==> src/rtl/mc_ctrl.sv <==
// mc_ctrl: multicycle RISC-V style control unit.
//
// A Moore-style FSM sequences each instruction through fetch, decode and
// the execute/memory/writeback steps. The state is registered. The datapath
// controls are decoded combinationally from the state, the instruction
// fields and the ALU flags.
//
// Parameters
//   ALU_W       ALUControl width (>= 4); bits above [3:0] are always zero
//   EXT_BRANCH  1: beq/bne/blt/bge/bltu/bgeu legal; 0: beq only
//
// Ports
//   clk        rising-edge clock
//   rst_n      synchronous active-low reset (returns to FETCH, clears retired)
//   op         opcode (valid outside FETCH)
//   funct3     instruction funct3
//   funct7     instruction bit 30
//   Zero, Lt, Ltu  ALU flags: result==0, signed a<b, unsigned a<b
//   mem_ready  memory access completes in the cycle this is high
//   PCWrite, IRWrite, MemWrite, RegWrite, AdrSrc   datapath enables/selects
//   ALUSrcA, ALUSrcB, ResultSrc, ImmSrc            datapath muxes
//   ALUControl ALU operation code
//   illegal    high while trapped on an illegal instruction
//   retired    count of completed instructions (wraps)
module mc_ctrl #(
  parameter int ALU_W      = 4,
  parameter bit EXT_BRANCH = 1'b1
) (
  input  logic             clk,
  input  logic             rst_n,
  input  logic [6:0]       op,
  input  logic [2:0]       funct3,
  input  logic             funct7,
  input  logic             Zero,
  input  logic             Lt,
  input  logic             Ltu,
  input  logic             mem_ready,
  output logic             PCWrite,
  output logic             IRWrite,
  output logic             MemWrite,
  output logic             RegWrite,
  output logic             AdrSrc,
  output logic [1:0]       ALUSrcA,
  output logic [1:0]       ALUSrcB,
  output logic [1:0]       ResultSrc,
  output logic [1:0]       ImmSrc,
  output logic [ALU_W-1:0] ALUControl,
  output logic             illegal,
  output logic [31:0]      retired
);

  typedef enum logic [3:0] {
    S_FETCH, S_DECODE, S_MEMADR, S_MEMREAD, S_MEMWB, S_MEMWRITE,
    S_EXECR, S_EXECI, S_ALUWB, S_BRANCH, S_JAL, S_TRAP
  } state_t;

  localparam logic [6:0] OP_LOAD  = 7'b0000011;
  localparam logic [6:0] OP_STORE = 7'b0100011;
  localparam logic [6:0] OP_RTYPE = 7'b0110011;
  localparam logic [6:0] OP_ITYPE = 7'b0010011;
  localparam logic [6:0] OP_BR    = 7'b1100011;
  localparam logic [6:0] OP_JAL   = 7'b1101111;

  localparam logic [3:0] ALU_ADD = 4'b0000;
  localparam logic [3:0] ALU_SUB = 4'b0001;

  state_t     state;
  state_t     state_nx;
  logic [3:0] alu_code;
  logic       retire;

  // funct3 selects the operation; funct7 only distinguishes sub (R-type
  // only, so addi with bit 30 set stays an add) and sra (R and I types).
  function automatic logic [3:0] alu_decode(input logic [6:0] o,
                                            input logic [2:0] f3,
                                            input logic       f7);
    logic [3:0] code;
    case (f3)
      3'b000:  code = (o == OP_RTYPE && f7) ? ALU_SUB : ALU_ADD;
      3'b001:  code = 4'b0111;
      3'b010:  code = 4'b0101;
      3'b011:  code = 4'b0110;
      3'b100:  code = 4'b0100;
      3'b101:  code = f7 ? 4'b1001 : 4'b1000;
      3'b110:  code = 4'b0011;
      default: code = 4'b0010;
    endcase
    return code;
  endfunction

  function automatic logic [1:0] imm_decode(input logic [6:0] o);
    case (o)
      OP_STORE: return 2'b01;
      OP_BR:    return 2'b10;
      OP_JAL:   return 2'b11;
      default:  return 2'b00;
    endcase
  endfunction

  function automatic logic branch_legal(input logic [2:0] f3);
    if (f3 == 3'b010 || f3 == 3'b011) return 1'b0;
    if (!EXT_BRANCH && f3 != 3'b000)  return 1'b0;
    return 1'b1;
  endfunction

  function automatic logic branch_taken(input logic [2:0] f3, input logic z,
                                        input logic lt, input logic ltu);
    case (f3)
      3'b000:  return z;
      3'b001:  return !z;
      3'b100:  return lt;
      3'b101:  return !lt;
      3'b110:  return ltu;
      3'b111:  return !ltu;
      default: return 1'b0;
    endcase
  endfunction

  always_comb begin
    state_nx  = state;
    PCWrite   = 1'b0;
    IRWrite   = 1'b0;
    MemWrite  = 1'b0;
    RegWrite  = 1'b0;
    AdrSrc    = 1'b0;
    ALUSrcA   = 2'b00;
    ALUSrcB   = 2'b00;
    ResultSrc = 2'b00;
    alu_code  = ALU_ADD;
    case (state)
      S_FETCH: begin
        ALUSrcB   = 2'b10;
        ResultSrc = 2'b10;
        IRWrite   = mem_ready;
        PCWrite   = mem_ready;
        if (mem_ready) state_nx = S_DECODE;
      end
      S_DECODE: begin
        ALUSrcA = 2'b01;
        ALUSrcB = 2'b01;
        case (op)
          OP_LOAD, OP_STORE: state_nx = S_MEMADR;
          OP_RTYPE:          state_nx = S_EXECR;
          OP_ITYPE:          state_nx = S_EXECI;
          OP_BR:             state_nx = S_BRANCH;
          OP_JAL:            state_nx = S_JAL;
          default:           state_nx = S_TRAP;
        endcase
      end
      S_MEMADR: begin
        ALUSrcA  = 2'b10;
        ALUSrcB  = 2'b01;
        state_nx = op[5] ? S_MEMWRITE : S_MEMREAD;
      end
      S_MEMREAD: begin
        AdrSrc = 1'b1;
        if (mem_ready) state_nx = S_MEMWB;
      end
      S_MEMWRITE: begin
        AdrSrc   = 1'b1;
        MemWrite = 1'b1;
        if (mem_ready) state_nx = S_FETCH;
      end
      S_MEMWB: begin
        ResultSrc = 2'b01;
        RegWrite  = 1'b1;
        state_nx  = S_FETCH;
      end
      S_EXECR, S_EXECI: begin
        ALUSrcA  = 2'b10;
        ALUSrcB  = (state == S_EXECI) ? 2'b01 : 2'b00;
        alu_code = alu_decode(op, funct3, funct7);
        state_nx = S_ALUWB;
      end
      S_ALUWB: begin
        RegWrite = 1'b1;
        state_nx = S_FETCH;
      end
      S_BRANCH: begin
        ALUSrcA  = 2'b10;
        alu_code = ALU_SUB;
        // An unsupported funct3 never redirects the PC; it traps instead.
        if (branch_legal(funct3)) begin
          PCWrite  = branch_taken(funct3, Zero, Lt, Ltu);
          state_nx = S_FETCH;
        end else begin
          state_nx = S_TRAP;
        end
      end
      S_JAL: begin
        ALUSrcA  = 2'b01;
        ALUSrcB  = 2'b10;
        PCWrite  = 1'b1;
        state_nx = S_ALUWB;
      end
      default: state_nx = S_TRAP;
    endcase
  end

  assign ALUControl = ALU_W'(alu_code);
  assign ImmSrc     = imm_decode(op);
  assign illegal    = (state == S_TRAP);

  // An instruction completes on leaving its last step for FETCH; JAL is
  // counted when its ALUWB step finishes.
  assign retire = (state_nx == S_FETCH) &&
                  (state == S_MEMWB || state == S_MEMWRITE ||
                   state == S_ALUWB || state == S_BRANCH);

  always_ff @(posedge clk) begin
    if (!rst_n) begin
      state   <= S_FETCH;
      retired <= 32'd0;
    end else begin
      state <= state_nx;
      if (retire) retired <= retired + 32'd1;
    end
  end

endmodule
==> config.mk <==
export PLATFORM = sky130hd
export DESIGN_NAME = mc_ctrl
export DESIGN_NICKNAME = d
export VERILOG_FILES = /design/src/rtl/mc_ctrl.sv
export SDC_FILE = /design/constraint.sdc
export NUM_CORES = 1
export LEC_CHECK = 0
export CAP_MARGIN = 15
export CORE_MARGIN = 4
export CORE_UTILIZATION = 30
export DETAILED_ROUTE_END_ITERATION = 10
export GPL_ROUTABILITY_DRIVEN = 0
export GPL_TIMING_DRIVEN = 0
export HOLD_SLACK_MARGIN = 0.12
export PLACE_DENSITY = 0.61
export SYNTH_ARGS = -nofsm -noshare
export SYNTH_HDL_FRONTEND = slang
export SYNTH_SLANG_ARGS = --single-unit
==> constraint.sdc <==
create_clock -name clk -period 3.3 [get_ports clk]
set_input_delay 0.66 -clock clk [delete_from_list [all_inputs] [get_ports clk]]
set_output_delay 0.66 -clock clk [all_outputs]
set_load 0.005 [all_outputs]
==> impl_metrics.yaml, run 1 <==
drt:
  ant_nets: 0
  wl_um: 6300
  drcViolationCount: 0
  dr.pass1.iters: 5
  vias: 2400
  drt-initial-drc-count: 130
  via_per_inst: 5.15
  wl_per_cell_um: 13.5
clocking:
  cts_tree: "built"
  cts_made_buffers: 5
  clock_latency_ns: 0.29
  cts_buffer_depth: 2
  postCtsSetupBuffers: 0
  numClockSinks: 36
  cts_root_buf: "clkbuf_8"
  cts.clk_slew.worst_paths_ns: 0.08
  cts.htree.levels: 2
critical_path:
  cp_max_fo: 7
  crit_required_ns: 2.64
  path_class: "in2out"
  cp.arrival_ns: 2.61
  critPathLaunchType: "primary input"
  r2r_slack_ns: 0.72
  critPathCaptureType: "primary output"
  ff2ff_path_depth: 7
hold_path:
  hold_depth: 2
  hp-class: "reg2reg"
cells_and_area:
  multiInputGateArea_um2: 1410
  final_cell_mix: "64 x clkdlybuf4s50_1, 36 x nor2_1, 36 x dfxtp_1"
  final_common_cell: "clkdlybuf4s50_1"
  fill_cells: 798
  final_cells: 466
  drive_gt1_share_pct: 3.81
  area_growth_pct: 38.8
  final-seq-area_um2: 721
  layout.nets: 384
  antenna_cells: 0
synth:
  yosys.area.top_type_share_pct: 32.0
  synth_cells: 294
  synth.largest_area_cell: "dfxtp_1"
  async_flop_share_pct: 0
  ys.warnings.count: 0
  ys_ff_latch: 36
  synth.area.top_cells: "dfxtp_1 32%, xnor2_1 7.4%, nor2_1 6.0%"
  syn_area_per_cell_um2: 7.67
  synthFlopType: "dfxtp_1"
  syn_area_um2: 2250
  ys_types: 50
  ys_seq_area_share_pct: 32.0
  synth_edf_count: 0
  synth_fp_nets: 312
sta:
  worst_slew_pin_slew_ns: 0.647
  slew_viol_final: 0
  timing.final.ws_setup_ns: 0.0328
  fin_skew_ns: 0.00748
  setup_viol: 0
  tns_ns: 0
  finalHoldViolCount: 0
  whs_ns: 0.488
  min_period_ns: 3.27
  rsz0062_at_grt: "yes"
  relSlewSlack_pct: 56.8
  fmax_mhz: 306
  fin_crit_sh_pct: 99.0
die:
  dieWidth_um: 94.7
  start_util_pct: 30.9
  floorplan.die.height_um: 94.7
  row_count: 31
  ios: 67
  coreArea_um2: 7290
  fp.dieArea_um2: 8970
placed_design:
  place_hpwl_um: 4790
  pre_cts_ws_ns: 0.0250
  portBuffers: 65
  dp.cells: 458
global_route:
  grt_pass1_wl_um: 10600
  grt-ovfl-total: 0
  grt_max_degree: 13
  grtUsageTotal_pct: 14.5
  grt_pass1_vias: 2264
  antenna_found_initial: 0
run_status:
  status: "finished, final reports clean"
job:
  maxCapViolCount: 0
pwr:
  leakage_nw: 0.996
  ir_worst_vdd_uv: 133
  power.density_nw_per_um2: 386
[kinds of logic (layout without fill, tap and decap cells)]
logic type	after synthesis	after routing	share of synthesized area (%)
buffers and inverters	28	101	5.72
DFF	36	36	32.0
xor gates and xnor gates	26	26	10.1
muxes	3	3	1.33
AOI/OAI and AO/OA	53	53	15.3
adders and majority gates	1	1	0.555
and+or+nand+nor	147	147	35.0
[per-stage QoR]
| stage | util, % | instance area (µm²) | total power [mW] |
|---|---|---|---|
| after floorplan | - | 2250 | 0.709 |
| after global placement | 41.5 | 3030 | 0.885 |
| after detailed placement | 41.5 | 3030 | 0.883 |
| after CTS | 42.9 | 3130 | 1.22 |
| after global routing | 42.9 | 3130 | 1.29 |
| final | 42.9 | 3130 | 1.21 |
[final timing paths]
check,end,from
worst max-delay path,ImmSrc[0],op[3]
worst min-delay path,retired[31],retired[31]
worst max register to register,retired[30],retired[0]
worst min register to register,retired[31],retired[31]
[worst max-delay path: stages]
cell,delay (ns)
clkdlybuf4s50_1,0.51
or3_1,0.43
a2111oi_1,0.43
clkdlybuf4s50_1,0.58
[final cells by class]
| cell class | instances | share of cell area [%] |
|---|---|---|
| multi-input combinational | 230 | 44.9 |
| sequential | 36 | 23.0 |
| timing repair buffer | 65 | 20.9 |
| tap | 99 | 3.96 |
| buffer | 18 | 2.92 |
| clock buffer | 6 | 2.64 |
| inverter | 10 | 1.20 |
| clock inverter | 2 | 0.440 |
[synth_stat cells (all sizes together), types with 2 or more instances]
cell type   n
nand3      12
xor2        7
nor2b       3
o21a        2
nor2       36
nor3       11
a2bb2oi     2
nand2b      6
or4        11
nand3b      2
buf         4
inv         9
and2        3
a32oi       2
nand2      25
or3         5
a21oi      17
clkbuf     14
o21ai       9
nand4       7
nor4b       3
and4b       2
and3        3
mux2i       3
dfxtp      36
xnor2      19
nor4        9
o31ai       8
nor3b       2
and4        4
[where the power goes]
part           internal (mW)  switching [mW]
Clock                  0.171           0.167
Sequential             0.447          0.0131
Combinational          0.194           0.216
[registers in the layout (all words and copies together) (netlist names)]
register	cells
state	4
retired	32
[metal layers]
layer	global-route usage, %	vias to the layer above	wire length (µm)	part of all wire, %
li1	-	1209	-	-
met1	19.1	1107	2890	46
met2	23.0	75	2880	46
met3	3.98	9	450	7.1
met4	4.45	0	78	1.2
met5	0	-	0	0
[repair_timing]
action / CTS / global route
resized for setup: 1 / 1
endpoints found under the setup margin: 1 / 3
pin swaps: 0 / 0
gates cloned: 0 / 0
hold buffers: 0 / 0
Note: power is estimated with default switching activity, not from simulation.
==> run 2: changes to the inputs <==
HOLD_SLACK_MARGIN = unset   (was 0.12)
==> results of run 2 <==
The final DEF is identical to that of run 1; final timing and power are the same.
==> patch, RTL diff (config.mk and constraints of run 1) <==
`ALU_W`: 4 -> 6. Comments in the files are not updated.
--- a/src/rtl/mc_ctrl.sv
+++ b/src/rtl/mc_ctrl.sv
@@ -23,7 +23,7 @@
 //   illegal    high while trapped on an illegal instruction
 //   retired    count of completed instructions (wraps)
 module mc_ctrl #(
-  parameter int ALU_W      = 4,
+  parameter int ALU_W      = 6,
   parameter bit EXT_BRANCH = 1'b1
 ) (
   input  logic             clk,
Ports: changed (resized ALUControl); port bits go from 67 to 69. The function was not compared with the original's and may differ.
==> patch against run 1 <==
- cell count grew 0.21%
- worst setup slack gained 0.24 ns
- critical endpoint is now ALUControl[0]
- cell area grew 0.12%
- critical path type unchanged
- sequential share of layout area is essentially flat
- routed wire length grew 0.37%
- first-iteration DRC count shrank 62%
- non-clock buffer count grew 2
- total power shrank 4.3%
- area after synthesis grew 0.83%
- global-route usage grew 0.17 points
- sequential cell count is the same
- synthesized cell count grew 1.0%
- critical path depth grew 1
==> patch: results (changes against run 1) <==
| Metric | Value |
|---|---|
| IO Port Bufs | 65 (unchanged) |
| Critical path arrival | 2.37 ns (-0.24 ns) |
| Relative slew slack | 0.525 (-0.0431) |
| Data buffer area share | 0.243 (+0.00531) |
| Met3 Use GR | 0.0379 (-0.00196) |
| DR WL/cell | 13.5 um (+0.15%) |
| Delay-heaviest family, CP | buffers and inverters |
| Starting DRC count in detailed routing | 49 (-62%) |
| Max stage delay on crit path | 0.52 ns (-0.06 ns) |
| Ranking of synthesized cells by area | dfxtp_1, xnor2_1, nor2_1 |
| Multi-Input Combinational | 232 (+0.87%) |
| FILL cells | 780 (-2.3%) |
| Status | finished clean |
| Largest net degree at the start of global routing | 11 (-2) |
| Commonest cells post-synth | dfxtp_1, nor2_1, nand2_1, xnor2_1, a21oi_1 |
| Leak | 1.02 nW (+2.1%) |
| DPL Wire Length | 4820 um (+0.67%) |
| Clk cell area share | 0.0220 (-0.00882) |
| Vias in the first global route | 2288 (+1.1%) |
| Met1 WL | 2850 um (-1.4%) |
| Gate power share | 0.361 (+0.021) |
| R2R setup slack | 0.70 ns (-0.02 ns) |
| Post-synth cell types | 52 (+4.0%) |
| Multi-input gate area | 1420 um2 (+0.98%) |
| Post_cts resized | 0 (-1) |
| Sequential share of cell area | 0.230 (-0.000276) |
| Met1 usage | 0.184 (-0.00682) |
| GRT Total Usage | 0.147 (+0.00172) |
| CTS clk-pin slew, worst paths | 0.06 ns (-0.02 ns) |
| Final net count | 388 (+1.0%) |
| Seq power | 461 uW (about the same) |
| FFs & Latches | 36 (unchanged) |
| Met2 wire length | 2970 um (+2.9%) |
| Clock skew | 0.00424 ns (-0.00324 ns) |
| Buffers, non-clock | 85 (+2.4%) |
| Switching share of power | 0.326 (-0.00218) |
| Total number of vias | 2403 (+0.13%) |
| Met3 wire length | 431 um (-4.2%) |
| Worst r2r dst | retired[28] |
| Crit path to | ALUControl[0] |
| Seq/Total Area, Yosys | 0.317 (-0.00264) |
| Layout cell share with drive strength beyond 1 | 0.0380 (-0.000104) |
==> patch: cell types whose count changed after synthesis, sizes merged <==
cell	before	now
conb	0	1
buf	4	6
==> patch: kinds of logic (layout without fill, tap and decap cells) <==
| kind of cell | Yosys count | in the layout | share of synthesized area |
|---|---|---|---|
| other cells | 1 | 2 | 0.00165 |
| compound gates | 53 | 53 | 0.152 |
| xor+xnor | 26 | 26 | 0.100 |
| buf+inv | 30 | 100 | 0.0633 |
| flops | 36 | 36 | 0.317 |
| mux | 3 | 3 | 0.0132 |
| fa+ha+maj | 1 | 1 | 0.00550 |
| simple gates | 147 | 147 | 0.347 |
==> patch: per-stage QoR <==
stage | hold WS [ns] | cells | instance area (um2) | setup slack, ns
after floorplan | 0.468 | 298 | 2280 | 0.820
after global placement | 0.461 | 462 | 3050 | 0.0351
after detailed placement | 0.475 | 462 | 3050 | 0.0501
after CTS | 0.485 | 467 | 3120 | 0.0510
after global routing | 0.532 | 467 | 3130 | 0.127
final | 0.487 | 467 | 3130 | 0.270
